--- config.mk ---
export PLATFORM = sky130hd
export DESIGN_NAME = jtframe_dwnld_bridge
export DESIGN_NICKNAME = d
export VERILOG_FILES = /design/src/rtl/jtframe_dwnld_pkg.sv /design/src/rtl/jtframe_dwnld_fifo.sv /design/src/rtl/jtframe_dwnld_bridge.sv
export SDC_FILE = /design/constraint.sdc
export NUM_CORES = 1
export LEC_CHECK = 0
export BUFFER_PORTS_ARGS = -buffer_cell sky130_fd_sc_hd__buf_2
export CAP_MARGIN = 10
export CORE_UTILIZATION = 61
export DETAILED_ROUTE_END_ITERATION = 10
export GPL_TIMING_DRIVEN = 0
export PLACE_DENSITY = 0.84
export SLEW_MARGIN = 20
export SYNTH_ARGS = -nofsm -noshare
export SYNTH_HDL_FRONTEND = slang
export SYNTH_SLANG_ARGS = --single-unit
--- constraint.sdc ---
create_clock -name clk -period 9 [get_ports clk]
set_clock_uncertainty 0.2 [all_clocks]
set_input_delay 0.9 -clock clk [delete_from_list [all_inputs] [get_ports clk]]
set_output_delay 0.9 -clock clk [all_outputs]
set_load 0.05 [all_outputs]
--- src/rtl/jtframe_dwnld_pkg.sv ---
// Shared types for the ioctl-to-SDRAM download bridge: FSM states, FIFO entry
// layout and active-low byte-lane masks.
package jtframe_dwnld_pkg;

  localparam int ADDR_MAXW = 24;

  localparam logic [1:0] MASK_LO   = 2'b10;
  localparam logic [1:0] MASK_HI   = 2'b01;
  localparam logic [1:0] MASK_NONE = 2'b11;

  typedef enum logic {
    S_IDLE  = 1'b0,
    S_WRITE = 1'b1
  } state_t;

  typedef struct packed {
    logic [ADDR_MAXW-1:0] addr;
    logic [15:0]          data;
    logic [1:0]           mask;
    logic [1:0]           ba;
  } entry_t;

endpackage

--- src/rtl/jtframe_dwnld_fifo.sv ---
// Small synchronous FIFO; pointers carry one extra wrap bit so full and empty
// are distinguishable. A push into a full FIFO succeeds only with a pop.
module jtframe_dwnld_fifo #(
  parameter int AW = 2,
  parameter int W  = 8
) (
  input  logic         clk,
  input  logic         rst,
  input  logic         push,
  input  logic [W-1:0] din,
  input  logic         pop,
  output logic [W-1:0] dout,
  output logic         full,
  output logic         empty
);

  logic [W-1:0] mem_q [2**AW];
  logic [AW:0]  wr_q, rd_q;
  logic         do_push, do_pop;

  assign empty   = (wr_q == rd_q);
  assign full    = (wr_q[AW] != rd_q[AW]) && (wr_q[AW-1:0] == rd_q[AW-1:0]);
  assign do_pop  = pop && !empty;
  assign do_push = push && (!full || do_pop);
  assign dout    = mem_q[rd_q[AW-1:0]];

  always_ff @(posedge clk) begin
    if (rst) begin
      wr_q <= '0;
      rd_q <= '0;
    end else begin
      if (do_push) wr_q <= wr_q + (AW+1)'(1);
      if (do_pop)  rd_q <= rd_q + (AW+1)'(1);
    end
  end

  always_ff @(posedge clk) begin
    if (do_push) mem_q[wr_q[AW-1:0]] <= din;
  end

endmodule

--- src/rtl/jtframe_dwnld_bridge.sv ---
// ioctl byte stream to SDRAM programming port, buffered through a small FIFO.
// Optional running byte checksum enabled by macro JTFRAME_DWNLD_CHECKSUM_EN.
//   state   | meaning
//   S_IDLE  | no write pending; loads FIFO head onto prog_* when non-empty
//   S_WRITE | prog_we held with a stable entry until prog_rdy
module jtframe_dwnld_bridge
  import jtframe_dwnld_pkg::*;
#(
  parameter int          SDRAMW    = 23,
  parameter int          BANKS     = 4,
  parameter logic [24:0] BA1_START = 25'h100000,
  parameter logic [24:0] BA2_START = 25'h200000,
  parameter logic [24:0] BA3_START = 25'h300000,
  parameter int          HEADER    = 0,
  parameter int          FIFO_AW   = 2
) (
  input  logic              clk,
  input  logic              rst,
  input  logic              downloading,
  input  logic [24:0]       ioctl_addr,
  input  logic [7:0]        ioctl_data,
  input  logic              ioctl_wr,
  output logic [SDRAMW-1:0] prog_addr,
  output logic [15:0]       prog_data,
  output logic [1:0]        prog_mask,
  output logic [1:0]        prog_ba,
  output logic              prog_we,
  input  logic              prog_rdy,
  output logic              dwnld_busy,
  output logic              overflow,
  output logic [15:0]       checksum
);

  localparam logic [24:0] HDR = 25'(HEADER);
  localparam int          EW  = $bits(entry_t);

  state_t            state_q, state_d;
  entry_t            entry_in, head;
  logic [24:0]       off, base, baddr;
  logic [1:0]        bank;
  logic              hdr_ok, accept, drop, load, fifo_pop, fifo_full, fifo_empty;
  logic              dl_q, dl_rise, busy_q, ovf_q;
  logic [SDRAMW-1:0] addr_q;
  logic [15:0]       data_q;
  logic [1:0]        mask_q, ba_q;
  logic              unused_addr_hi;

  if (HEADER == 0) begin : g_nohdr
    assign hdr_ok = 1'b1;
  end else begin : g_hdr
    assign hdr_ok = (ioctl_addr >= HDR);
  end

  assign accept  = downloading && ioctl_wr && hdr_ok;
  assign drop    = accept && fifo_full && !fifo_pop;
  assign dl_rise = downloading && !dl_q;

  // Bank starts ascend, so later matches override earlier ones.
  always_comb begin
    off  = ioctl_addr - HDR;
    bank = 2'd0;
    base = '0;
    if (BANKS > 1 && off >= BA1_START) begin bank = 2'd1; base = BA1_START; end
    if (BANKS > 2 && off >= BA2_START) begin bank = 2'd2; base = BA2_START; end
    if (BANKS > 3 && off >= BA3_START) begin bank = 2'd3; base = BA3_START; end
    baddr         = off - base;
    entry_in.addr = baddr[24:1];
    entry_in.data = {ioctl_data, ioctl_data};
    entry_in.mask = baddr[0] ? MASK_HI : MASK_LO;
    entry_in.ba   = bank;
  end

  jtframe_dwnld_fifo #(.AW(FIFO_AW), .W(EW)) u_fifo (
    .clk   (clk),
    .rst   (rst),
    .push  (accept),
    .din   (entry_in),
    .pop   (fifo_pop),
    .dout  (head),
    .full  (fifo_full),
    .empty (fifo_empty)
  );

  always_ff @(posedge clk) begin
    if (rst) state_q <= S_IDLE;
    else     state_q <= state_d;
  end

  always_comb begin
    state_d = state_q;
    case (state_q)
      S_IDLE:  if (!fifo_empty) state_d = S_WRITE;
      S_WRITE: if (prog_rdy)    state_d = S_IDLE;
      default: state_d = S_IDLE;
    endcase
  end

  always_comb begin
    load     = 1'b0;
    fifo_pop = 1'b0;
    prog_we  = 1'b0;
    case (state_q)
      S_IDLE:  load = !fifo_empty;
      S_WRITE: begin
        prog_we  = 1'b1;
        fifo_pop = prog_rdy;
      end
      default: ;
    endcase
  end

  // The head stays queued until prog_rdy, so the FIFO count includes it.
  always_ff @(posedge clk) begin
    if (rst) begin
      addr_q <= '0;
      data_q <= '0;
      mask_q <= MASK_NONE;
      ba_q   <= '0;
    end else if (load) begin
      addr_q <= head.addr[SDRAMW-1:0];
      data_q <= head.data;
      mask_q <= head.mask;
      ba_q   <= head.ba;
    end
  end

  always_ff @(posedge clk) begin
    if (rst) begin
      dl_q   <= 1'b0;
      busy_q <= 1'b0;
      ovf_q  <= 1'b0;
    end else begin
      dl_q   <= downloading;
      busy_q <= downloading || !fifo_empty || (state_q != S_IDLE);
      ovf_q  <= (ovf_q && !dl_rise) || drop;
    end
  end

`ifdef JTFRAME_DWNLD_CHECKSUM_EN
  logic [15:0] csum_q;
  always_ff @(posedge clk) begin
    if (rst)                    csum_q <= '0;
    else if (accept && !drop)   csum_q <= (dl_rise ? 16'd0 : csum_q) + {8'd0, ioctl_data};
    else if (dl_rise)           csum_q <= '0;
  end
  assign checksum = csum_q;
`else
  assign checksum = '0;
`endif

  assign unused_addr_hi = ^head.addr;

  assign prog_addr  = addr_q;
  assign prog_data  = data_q;
  assign prog_mask  = mask_q;
  assign prog_ba    = ba_q;
  assign dwnld_busy = busy_q;
  assign overflow   = ovf_q;

endmodule

==> results.md, run 1 <==
Critical path:
- STA classifies the critical path endpoint as a flip-flop.
- The largest fanout on the critical path is 5.
- For the worst setup path, the data required time is between 8 and 9 ns.
- The critical path data arrival time is roughly 2.7 ns.
- The worst setup path is of the primary input to flip-flop kind.
- The worst setup path is launched from a primary input.

Finish:
- Measured on the finished design, the core utilization comes to between 70 and 80%.
- After the last flow step, the layout net total stands at between 500 and 600.
- The fraction of layout instances using a drive strength above 1 is a little over a third.
- Excluding fillers, the count of instances in the completed layout stands at around 670.
- From synthesis to final layout, the design area changed by 19.6%.

Route:
- The total detailed-routing wirelength is 13,100 µm.
- The number of vias per cell after detailed routing is 5.52.
- The first routing iteration left 186 violations.
- The count of nets left with antenna violations after detail routing is 0.
- The detailed-route via count is between 3,000 and 4,000.
- The final routed DRC violation total is 0.
- Dividing the detail-routed wire length by the instance count gives about 19 µm.
- The length of the first detailed-routing pass in iterations is 4.

Clock network:
- The H-tree was split into 4 levels.
- The number of sinks driven by the clock tree is 185.
- The post-cts resize count is 0.
- For the worst-skew pair, the clock arrives at the later sink with an insertion delay of roughly 0.42 ns.
- The cts-stage hold buffer count is 0.
- Clock-pin slew was measured on the worst setup and hold paths at approximately 0.06 ns.
- Counting the buffers created by CTS gives 17.
- In this run the post-CTS setup repair buffer count came out at 0.
- The clock passes through at most 2 buffers.
- The TritonCTS clock tree is done.
- The root cell of the clock tree is sky130_fd_sc_hd__clkbuf_16.

Global route:
- The total congestion overflow after global routing is 0.
- The met2 capacity usage during global routing is 38.4%.
- In the global route stage, met1 resource usage came out at 28.2%.
- The number of global-route vias before repair is about 3,700.
- Entering global routing, the biggest net connects 23 pins.
- The total track usage is about 23%.
- In the global route stage, met3 resource usage came out at 5.94%.
- The busiest metal layer after global routing is met2.
- The initial antenna violation count is 1.
- The first global-routing pass estimated 19,400 µm of wire.

Floorplanning:
- The die area is approximately 12,000 µm².
- 100 I/O pins were placed.
- The floorplan step set the die width to between 100 and 150 µm.
- The initial standard-cell utilization of the core is 62.5%.
- The total area inside the core boundary comes to between 10,000 and 15,000 µm².
- The height of the die is ~110 µm.
- The count of standard-cell rows is 39.

Timing:
- The setup violation total in the final timing report is 0.
- Setup repair after global routing left no endpoint under its margin.
- The achievable clock frequency is 0.374 GHz.
- The worst slew margin relative to its limit is a little under three fifths.
- After layout, the minimum clock period comes to 2.67 ns.
- The final count of pins violating max slew was 0.
- The number of endpoints with negative hold slack in the final report is 0.
- The final worst-path cycle share is just under 30%.
- For the pin with the worst max-slew slack, the measured transition is between 0.6 and 0.7 ns.
- Across all setup checks in the final design, the least slack found is between 6 and 7 ns.
- The setup TNS is 0 ns.

Pwr:
- The total power consumption of the routed design is roughly 2 mW.
- VDD sags by at most 0.000167 V.
- The standby leakage power is roughly 3.1 nW.
- The power per cell area is roughly 230 nW/µm².

Run status:
- The run finished with clean final reports.

Place:
- The post-place setup slack is around 5.9 ns.
- The number of buffers inserted by port buffering is a little over 80.
- The number of placed instances, taps included, is 639.
- Detailed placement ended at an HPWL of approximately 8300 µm.
- The congestion estimate from routability-driven global placement came to about 0.73.

Min path:
- The worst hold path belongs to the class flip-flop to flip-flop.

Synthesis:
- The flop and latch count out of synthesis is ~190.
- The count of mapped cells out of synthesis is ~390.
- The number of distinct library cells after synthesis is 34.
- The share of the yosys chip area belonging to registers is 71.5%.
- For this run, the number of Yosys warnings is 0.
- A synthesized cell averages between 15 and 20 µm².
- The total standard cell area after synthesis is 7140 µm².

Flow run:
- The tool flagged a number of max-cap violations equal to 0.
-- synthesized netlist by cell type, drive strengths merged --
cell | number | area share [%]
nand2 | 2 | 0.11
xnor2 | 7 | 1.1
nand4 | 1 | 0.088
nor2 | 44 | 2.3
a31oi | 3 | 0.35
or4 | 1 | 0.11
ha | 7 | 1.2
nor4 | 1 | 0.088
dfxtp | 45 | 13
edfxtp | 140 | 59
buf | 34 | 4.1
nor2b | 1 | 0.088
fa | 1 | 0.28
mux2i | 35 | 4.9
a2bb2oi | 1 | 0.12
nand2b | 1 | 0.088
inv | 9 | 0.47
xor2 | 3 | 0.37
conb | 1 | 0.053
nor3 | 3 | 0.21
a41oi | 2 | 0.25
and2 | 3 | 0.26
mux4 | 35 | 11
a21oi | 2 | 0.14
clkbuf | 7 | 0.37
nand3 | 3 | 0.21
a211oi | 2 | 0.21
-- critical path, cell delays in order --
cell,delay [ns]
sky130_fd_sc_hd__buf_2,0.13
sky130_fd_sc_hd__or4_1,0.65
sky130_fd_sc_hd__ha_1,0.28
sky130_fd_sc_hd__fa_1,0.38
sky130_fd_sc_hd__xor2_1,0.33
-- layout make-up --
class / instances / area [µm²]
Inverter: 9 / 33.8
Multi-Input combinational cell: 174 / 1760
Antenna cell: 1 / 2.50
Clock inverter: 12 / 176
Sequential cell: 185 / 5100
Timing Repair Buffer: 87 / 528
Buffer: 41 / 317
Fill cell: 656 / 2880
Tap cell: 143 / 179
Clock buffer: 20 / 437
-- kinds of logic after synthesis --
group                    after synthesis  synth area share [%]
AND/OR/NAND/NOR                       60                  3.56
XOR/XNOR                              10                  1.44
AO/OA/AOI/OAI                         10                  1.07
buffers and inverters                 50                  4.91
adder cells (fa/ha/maj)                8                  1.51
multiplexers                          70                  16.0
flip-flops                           185                  71.5
other                                  1                0.0525
-- routing by layer --
metal	share of wire, %	vias up
met3	6.0	18
met2	53	143
li1	-	1706
met4	2.0	0
met5	0	-
met1	39	1845
-- registers in the layout, summed over array words and instances (netlist names) --
| register | cells |
|---|---|
| u_fifo.wr_q | 3 |
| prog_ba | 2 |
| u_fifo.mem_q | 140 |
| dl_q | 1 |
| prog_addr | 23 |
| overflow | 1 |
| prog_data | 8 |
| prog_mask | 2 |
| state_q | 1 |
| u_fifo.rd_q | 3 |
| dwnld_busy | 1 |
-- stage by stage --
stage               instance area [µm²]  hold WS, ns
finish                             8540        0.289
global route                       8540        0.312
CTS                                8540        0.294
detailed placement                 7920        0.278
global placement                   7780        0.265
floorplan                          7190        0.314
-- worst paths after layout --
kind                                startpoint             endpoint  slack (ns)  depth (start not counted)
worst max-delay path            ioctl_addr[22]  u_fifo.mem_q[3][41]        6.33                          5
worst min-delay path              prog_addr[7]         prog_addr[7]        0.29                          2
worst max register to register  u_fifo.rd_q[1]  u_fifo.mem_q[0][34]        6.50                          5
worst min register to register    prog_addr[7]         prog_addr[7]        0.29                          2
-- cell usage in the layout (no fill, tap or decap), types with 2 or more instances in the layout --
cell                           n
sky130_fd_sc_hd__a211oi_1      2
sky130_fd_sc_hd__a21oi_1       2
sky130_fd_sc_hd__a31oi_1       2
sky130_fd_sc_hd__and2_2        3
sky130_fd_sc_hd__buf_12        3
sky130_fd_sc_hd__buf_16        3
sky130_fd_sc_hd__buf_2        84
sky130_fd_sc_hd__buf_4        25
sky130_fd_sc_hd__buf_6         3
sky130_fd_sc_hd__buf_8         2
sky130_fd_sc_hd__bufinv_16     4
sky130_fd_sc_hd__clkbuf_1     10
sky130_fd_sc_hd__clkbuf_16    17
sky130_fd_sc_hd__clkinv_2      2
sky130_fd_sc_hd__clkinvlp_4    5
sky130_fd_sc_hd__conb_1       16
sky130_fd_sc_hd__dfxtp_1      45
sky130_fd_sc_hd__edfxtp_1    140
sky130_fd_sc_hd__ha_1          7
sky130_fd_sc_hd__inv_1         9
sky130_fd_sc_hd__mux2i_1      35
sky130_fd_sc_hd__mux4_2       35
sky130_fd_sc_hd__nand2_1       2
sky130_fd_sc_hd__nand3_1       3
sky130_fd_sc_hd__nor2_1       44
sky130_fd_sc_hd__nor3_1        3
sky130_fd_sc_hd__xnor2_1       5
sky130_fd_sc_hd__xnor2_2       2
sky130_fd_sc_hd__xor2_1        3
-- power breakdown --
part	leakage (nW)	switching (mW)	internal (mW)	total [mW]
clock network	0.283	0.299	0.465	0.764
logic	1.21	0.148	0.0738	0.222
registers	1.64	0.0149	0.949	0.964
No activity file was read; power rests on OpenSTA's default activity.
==> run 2, diff against run 1 <==
Settings changed: CORE_UTILIZATION 61 to 57, PLACE_DENSITY 0.84 to 0.79.
Clock period 9 ns to 2.7 ns, I/O delays scaled along.
==> run 2 against run 1 <==
  * The flow now finishes with violations (negative setup slack)
  * Final area up 3.1%
  * Utilization is 2.1 points lower
  * First-iteration DRC count decreased by 2.2%
  * Die area grew 6.9%
  * Count of clock-buffer cells in the layout decreased by 3
  * Critical endpoint is now u_fifo.mem_q[1][19]
  * Largest power group unchanged
==> results.md, run 2 (synthesis results as in run 1) <==
Floorplanning:
- The horizontal die dimension was 114 µm (+3.4%).
- The die area is 13,000 µm² (+6.9%).
- The number of ports placed on the die boundary was 100 (unchanged).
- The height of the die is 114 µm (+3.4%).
- The initial standard-cell utilization of the core was 58.9% (-3.6 points).
- The area of the core is 12,100 µm² (+6.1%).
- The count of standard-cell rows is 40 (+2.6%).

Timing:
- The worst slew margin relative to its limit is 33.9% (-23 points).
- The post-layout worst setup margin was -0.0374 ns (-6.36 ns).
- The setup violation total in the final timing report is 70 (+70).
- In the finished design, the share of the clock period the worst path needs comes to 101%.
- The transition at the pin with the smallest max-transition slack was 0.992 ns (+0.339 ns).
- The smallest hold slack is 0.0382 ns (-0.250 ns).
- The post-layout minimum cycle time is 2.74 ns.
- The achievable clock frequency is roughly 0.37 GHz.
- The final count of pins violating max slew is 0 (unchanged).
- Setup repair after global routing could not meet its margin everywhere.
- The number of endpoints with negative hold slack in the final report was 0 (unchanged).

Route:
- The detailed-route via count came to 3,700 (-0.32%).
- The total detailed-routing wirelength is 12,600 µm (-3.3%).
- The count of nets left with antenna violations after detail routing is 0 (unchanged).
- The length of the first detailed-routing pass in iterations came to 5 (+1).
- The number of vias per cell after detailed routing is 5.12 (-7.4%).
- The DRC violation total after the first TritonRoute iteration is 182 (-2.2%).
- The routed length per instance is 17.5 µm (-10%).
- The final routed DRC violation total was 0 (unchanged).

Critical path:
- The worst setup path is of the flip-flop to flip-flop kind.
- The startpoint class of the critical path is a flip-flop.
- The delay contributed by the slowest stage of the critical path is 0.91 ns (+0.26 ns).
- The data required time at the worst endpoint is 2.54 ns (-6.45 ns).
- STA classifies the critical path endpoint as a flip-flop.
- The largest fanout on the critical path was 35 (+30).
- The worst reg-to-reg setup slack is -0.04 ns (-6.54 ns).
- Walking the worst path, the cells encountered are buf_6 -> xnor2_2 -> a41oi_1 -> and2_2.
- In this run the critical register-to-register path is launched from u_fifo.rd_q[1].
- The launch point of the critical path is u_fifo.rd_q[1].
- The critical path's slowest cell is sky130_fd_sc_hd__and2_2.
- The critical path data arrival time is 2.58 ns (-0.08 ns).

Clock network:
- TritonCTS built the clock tree.
- The number of sinks driven by the clock tree is 185 (unchanged).
- The root cell of the clock tree is sky130_fd_sc_hd__clkbuf_16.
- The clock transition at the register clock pins on the worst setup and hold paths after CTS came to 0.07 ns (about the same).
- The clock tree buffer depth came to 2 (unchanged).
- The number of buffers created by CTS is 17 (unchanged).
- The maximum level of the CTS H-tree is 4 (unchanged).
- The clock latency at the later pin of the worst-skew pair is 0.42 ns (about the same).

Finish:
- The number of diodes is 0 (-1).
- The number of flip-flops in the largest register came to 140 (unchanged).
- Compared with the post-synthesis result, the final layout area differs by 23.3%.
- The area of all placed cells without fillers is 8800 µm² (+3.1%).
- The count of fill cells added during filler insertion came to 768 (+17%).
- The fraction of layout instances using a drive strength above 1 is 34.2% (-1.9 points).
- The final instance count without filler cells is 723 (+7.6%).
- The most common library cell in the layout ignoring fill and taps is sky130_fd_sc_hd__edfxtp_1.
- The net total in the final layout is 588 (+4.8%).
- In the layout the commonest cells are 140 x sky130_fd_sc_hd__edfxtp_1, 84 x sky130_fd_sc_hd__buf_2, 45 x sky130_fd_sc_hd__dfxtp_1, 44 x sky130_fd_sc_hd__nor2_1.

Pwr:
- The largest vdd supply drop is 0.000603 V (+260%).
- The power per cell area is 746 nW/µm² (+230%).
- The standby leakage power is 3.24 nW (+3.6%).

Global route:
- The maximum number of pins on one net before global-route repair is 36 (+57%).
- The total congestion overflow after global routing is 0 (unchanged).
- The initial antenna violation count is 0 (-1).
- The wire length of the first global-routing pass is 19,900 µm (+2.4%).
- The total track usage is 21.3% (-1.6 points).
- The number of global-route vias before repair is 3,719 (+1.8%).

Place:
- The half-perimeter wire length after placement is 7650 µm (-7.9%).
- The number of buffers inserted by port buffering is 82 (unchanged).
- The cell count after placement is 661 (+3.4%).
- The instance area after placement was 7880 µm² (-0.55%).
- The post-place setup slack is -0.0530 ns (-5.96 ns).
- The final RePlAce weighted congestion is 0.720 (-1.4%).

Flow run:
- The count of max-cap constraint violations is 0 (unchanged).

Run status:
- The final reports fail on negative setup slack.
- The run finished, with violations left.

Min path:
- The worst hold path startpoint is ioctl_addr[23].
- The kind of path behind the tightest hold check is primary input to flip-flop.
==> run 2: cell types whose count changed in the layout (fill, tap and decap cells not counted), sizes merged <==
cell / change
buf: -3
dlygate4sd3: +30
diode: -1
inv: +2
clkinv: +4
clkbuf: -3
clkinvlp: -3
==> run 2: worst max-delay path: cells and delay by family, from the launching register on <==
family	cells	cell delay, ns
buf+inv	1	0.15
compound gates	1	0.54
simple gates	1	0.91
xor+xnor	1	0.21
flops	1	0.32
==> run 2: routing by layer <==
layer | vias to the layer above | global-route usage, % | share of wire [%]
met5 | - | 0 | 0
met4 | 0 | 8.92 | 1.5
met3 | 15 | 4.57 | 4.2
met2 | 94 | 36.7 | 52
met1 | 1840 | 26.5 | 43
li1 | 1751 | - | -
==> run 2: timing repair <==
action / CTS / global route
cloned: 0 / 0
hold buffers: 30 / 0
hold endpoints to repair: 120 / 0
endpoints found under the setup margin: 105 / 105
resized for setup: 0 / 1
buffers inserted: 0 / 0
==> run 2: power by group <==
part	internal (mW)	switching, mW	total (mW)
clock	1.55	1.05	2.60
sequential	3.16	0.0481	3.21
combinational	0.265	0.490	0.755
==> run 2: area by class of cell <==
| type | count | area [µm²] | share of cell area [%] |
|---|---|---|---|
| Sequential cell | 185 | 5100 | 58.0 |
| Multi-Input combinational cell | 174 | 1760 | 20.0 |
| Timing Repair Buffer | 114 | 753 | 8.55 |
| Clock buffer | 17 | 425 | 4.83 |
| Buffer | 41 | 317 | 3.60 |
| Tap cell | 168 | 210 | 2.39 |
| Clock inverter | 15 | 198 | 2.25 |
| Inverter | 9 | 33.8 | 0.384 |
==> run 2: per-stage QoR <==
| step | setup TNS, ns | total power, mW | util, % |
|---|---|---|---|
| after floorplan | -0.0855 | 3.82 | - |
| after global placement | -17.81 | 3.97 | 64.6 |
| after detailed placement | -3.92 | 4.00 | 65.1 |
| after CTS | -4.36 | 6.59 | 72.7 |
| after global routing | -12.87 | 6.77 | 72.7 |
| final | -1.81 | 6.57 | 72.7 |
==> run 2: final timing paths <==
check / end / cells after the start
setup / recovery: u_fifo.mem_q[1][19] / 4
hold / removal: u_fifo.mem_q[2][42] / 2
setup reg to reg: u_fifo.mem_q[1][19] / 4
hold reg to reg: prog_addr[17] / 2
==> run 3, diff against run 2 <==
Settings changed: SETUP_SLACK_MARGIN from default to 0.05.
==> run 3 against run 2 <==
  * The run still ends with negative setup slack left
  * Sequential share of layout area unchanged
  * Cell count unchanged
  * Sequential power about the same
  * Worst hold slack worse by 0.0012 ns
  * Fmax up 0.93%
  * Critical endpoint is now u_fifo.mem_q[0][33]
==> results.md, run 3 (synthesis results as in run 1) <==
Run status:
- The run finished, with violations left.
- The final reports fail on negative setup slack.

Global route:
- The initial antenna violation count is 0 (unchanged).
- The wire length of the first global-routing pass was 19,900 µm (unchanged).
- The busiest metal layer after global routing is met2.
- The number of global-route vias before repair came to 3,735 (+0.43%).
- The total track usage is 21.3% (unchanged).
- The global-route track usage on met1 is 26.4% (-0.076 points).
- The met2 capacity usage during global routing is 36.7% (+0.081 points).
- The maximum number of pins on one net before global-route repair came to 36 (unchanged).
- The total congestion overflow after global routing is 0 (unchanged).
- The met3 track utilization from global routing is 4.57% (unchanged).

Floorplanning:
- The die area was 13,000 µm² (unchanged).
- The count of standard-cell rows came to 40 (unchanged).
- The area of the core came to 12,100 µm² (unchanged).
- The number of ports placed on the die boundary was 100 (unchanged).
- The initial standard-cell utilization of the core is 58.9% (unchanged).
- The horizontal die dimension is 114 µm (unchanged).
- The height of the die is 114 µm (unchanged).

Clock network:
- The number of sinks driven by the clock tree is 185 (unchanged).
- TritonCTS built the clock tree.
- The number of buffers created by CTS came to 17 (unchanged).
- The maximum level of the CTS H-tree is 4 (unchanged).
- The clock transition at the register clock pins on the worst setup and hold paths after CTS was 0.07 ns (about the same).
- The clock latency at the later pin of the worst-skew pair is 0.42 ns (about the same).
- In this run the clock root is driven by a sky130_fd_sc_hd__clkbuf_16.
- The clock tree buffer depth is 2 (unchanged).

Route:
- The number of vias per cell after detailed routing came to 5.12 (unchanged).
- The final routed DRC violation total is 0 (unchanged).
- The DRC violation total after the first TritonRoute iteration is 211 (+16%).
- The count of nets left with antenna violations after detail routing is 0 (unchanged).
- The total detailed-routing wirelength is 12,600 µm (-0.25%).
- The length of the first detailed-routing pass in iterations is 4 (-1).
- The routed length per instance is 17.4 µm (-0.25%).
- The detailed-route via count is 3,700 (unchanged).

Finish:
- The final standard cell utilization of the core came to 72.7% (unchanged).
- The count of fill cells added during filler insertion was 768 (unchanged).
- The final instance count without filler cells came to 723 (unchanged).
- The fraction of layout instances using a drive strength above 1 was 34.2% (unchanged).
- The number of diodes is 0 (unchanged).
- The library cells used most frequently in the layout, excluding fill and tap cells, are 140 x sky130_fd_sc_hd__edfxtp_1, 84 x sky130_fd_sc_hd__buf_2, 45 x sky130_fd_sc_hd__dfxtp_1, 44 x sky130_fd_sc_hd__nor2_1.
- The net total in the final layout was 588 (unchanged).
- The number of flip-flops in the largest register is 140 (unchanged).
- The layout overhead on the synthesized area is 23.3% (unchanged).
- The area of all placed cells without fillers is 8800 µm² (unchanged).
- The most common library cell in the layout ignoring fill and taps is sky130_fd_sc_hd__edfxtp_1.

Critical path:
- The end of the worst register-to-register path is u_fifo.mem_q[0][33].
- The data required time at the worst endpoint is 2.54 ns (about the same).
- The cell family contributing the most delay on the critical path is simple AND/OR/NAND/NOR gates.
- The critical path data arrival time is 2.56 ns (-0.02 ns).
- The cell depth of the worst setup path was 4 (unchanged).
- The critical path starts at u_fifo.rd_q[1].
- The worst reg-to-reg setup slack is -0.01 ns (+0.03 ns).
- STA classifies the critical path startpoint as a flip-flop.
- The beginning of the worst register-to-register path is u_fifo.rd_q[1].
- The largest fanout on the critical path is 35 (unchanged).
- The worst setup path is of the flip-flop to flip-flop kind.
- Following the worst setup path forward leads to its endpoint at u_fifo.mem_q[0][33].
- The nature of the critical path endpoint is a flip-flop.
- The worst path buffer plus inverter count is 1 (unchanged).
- The critical path's slowest cell is sky130_fd_sc_hd__and2_2.
- The signal on the critical path passes through buf_6 -> xnor2_2 -> a41oi_1 -> and2_2.
- The delay contributed by the slowest stage of the critical path is 0.90 ns (about the same).
- The count of cells along the worst register-to-register path is 4 (unchanged).

Timing:
- The final worst-path cycle share is 100% (-0.93 points).
- The post-layout worst setup margin is -0.0123 ns (+0.0251 ns).
- The final count of pins violating max slew is 0 (unchanged).
- The setup TNS is -0.158 ns (+1.66 ns).
- The number of endpoints with negative hold slack in the final report is 0 (unchanged).
- The transition at the pin with the smallest max-transition slack is 0.973 ns (-0.0187 ns).
- The post-layout minimum cycle time is 2.71 ns (-0.0251 ns).
- The setup violation total in the final timing report is 30 (-57%).
- The achievable clock frequency was 0.369 GHz (+0.93%).
- The worst slew margin relative to its limit came to 35.1% (+1.2 points).
- Setup repair after global routing could not meet its margin everywhere.
- The smallest hold slack is 0.0370 ns (-0.00123 ns).

Place:
- The number of buffers inserted by port buffering was 82 (unchanged).
- The cell count after placement is 661 (unchanged).
- The instance area after placement is 7880 µm² (unchanged).
- The post-place setup slack was -0.0530 ns (unchanged).
- The final RePlAce weighted congestion was 0.720 (unchanged).
- The half-perimeter wire length after placement is 7650 µm (unchanged).

Min path:
- The kind of path behind the tightest hold check is primary input to flip-flop.

Flow run:
- The count of max-cap constraint violations is 0 (unchanged).

Pwr:
- The largest vdd supply drop is 0.000602 V (-0.21%).
- The total power consumption of the routed design is 6.57 mW (about the same).
- The power per cell area is 746 nW/µm² (about the same).
- The standby leakage power is 3.24 nW (unchanged).
==> run 3: per-layer routing <==
layer | part of all wire (%) | up-vias
li1 | - | 1755
met1 | 42 | 1838
met2 | 52 | 87
met3 | 3.8 | 20
met4 | 1.8 | 0
met5 | 0 | -
==> run 3: what timing repair did <==
action,4_1_cts,5_1_grt
buffers inserted,0,0
endpoints found under the hold margin,120,0
gates resized for setup,0,1
hold buffers,30,0
endpoints found under the setup margin,105,105
==> run 3: worst min-delay path by stage <==
stage / start / to / slack, ns / cells after the start
floorplan: prog_rdy / state_q / 0.16 / 1
global placement: overflow / overflow / 0.27 / 2
detailed placement: prog_addr[10] / prog_addr[10] / 0.27 / 2
CTS: ioctl_addr[23] / u_fifo.mem_q[2][42] / 0.02 / 2
global route: ioctl_addr[23] / u_fifo.mem_q[2][42] / 0.03 / 2
finish: ioctl_addr[23] / u_fifo.mem_q[2][42] / 0.04 / 2
==> run 3: worst register-to-register path: cells and delay by family (launching register included) <==
| family | cells | cell delay [ns] |
|---|---|---|
| and+or+nand+nor | 1 | 0.90 |
| DFF | 1 | 0.32 |
| buffers and inverters | 1 | 0.15 |
| xor gates and xnor gates | 1 | 0.21 |
| AOI/OAI and AO/OA | 1 | 0.53 |
==> run 3: cell type report <==
cell class	instances	area (µm²)	share of cell area (%)
clock inverters	15	198	2.25
multi-input cells	174	1760	20.0
well taps	168	210	2.39
flip-flops and latches	185	5100	58.0
inverters	9	33.8	0.384
repair buffers	114	753	8.55
plain buffers	41	317	3.60
clock buffers	17	425	4.83
==> run 3: report_power, final <==
part	switching, mW	internal (mW)	total, mW
logic	0.489	0.265	0.755
registers	0.0477	3.16	3.21
clock network	1.05	1.55	2.61
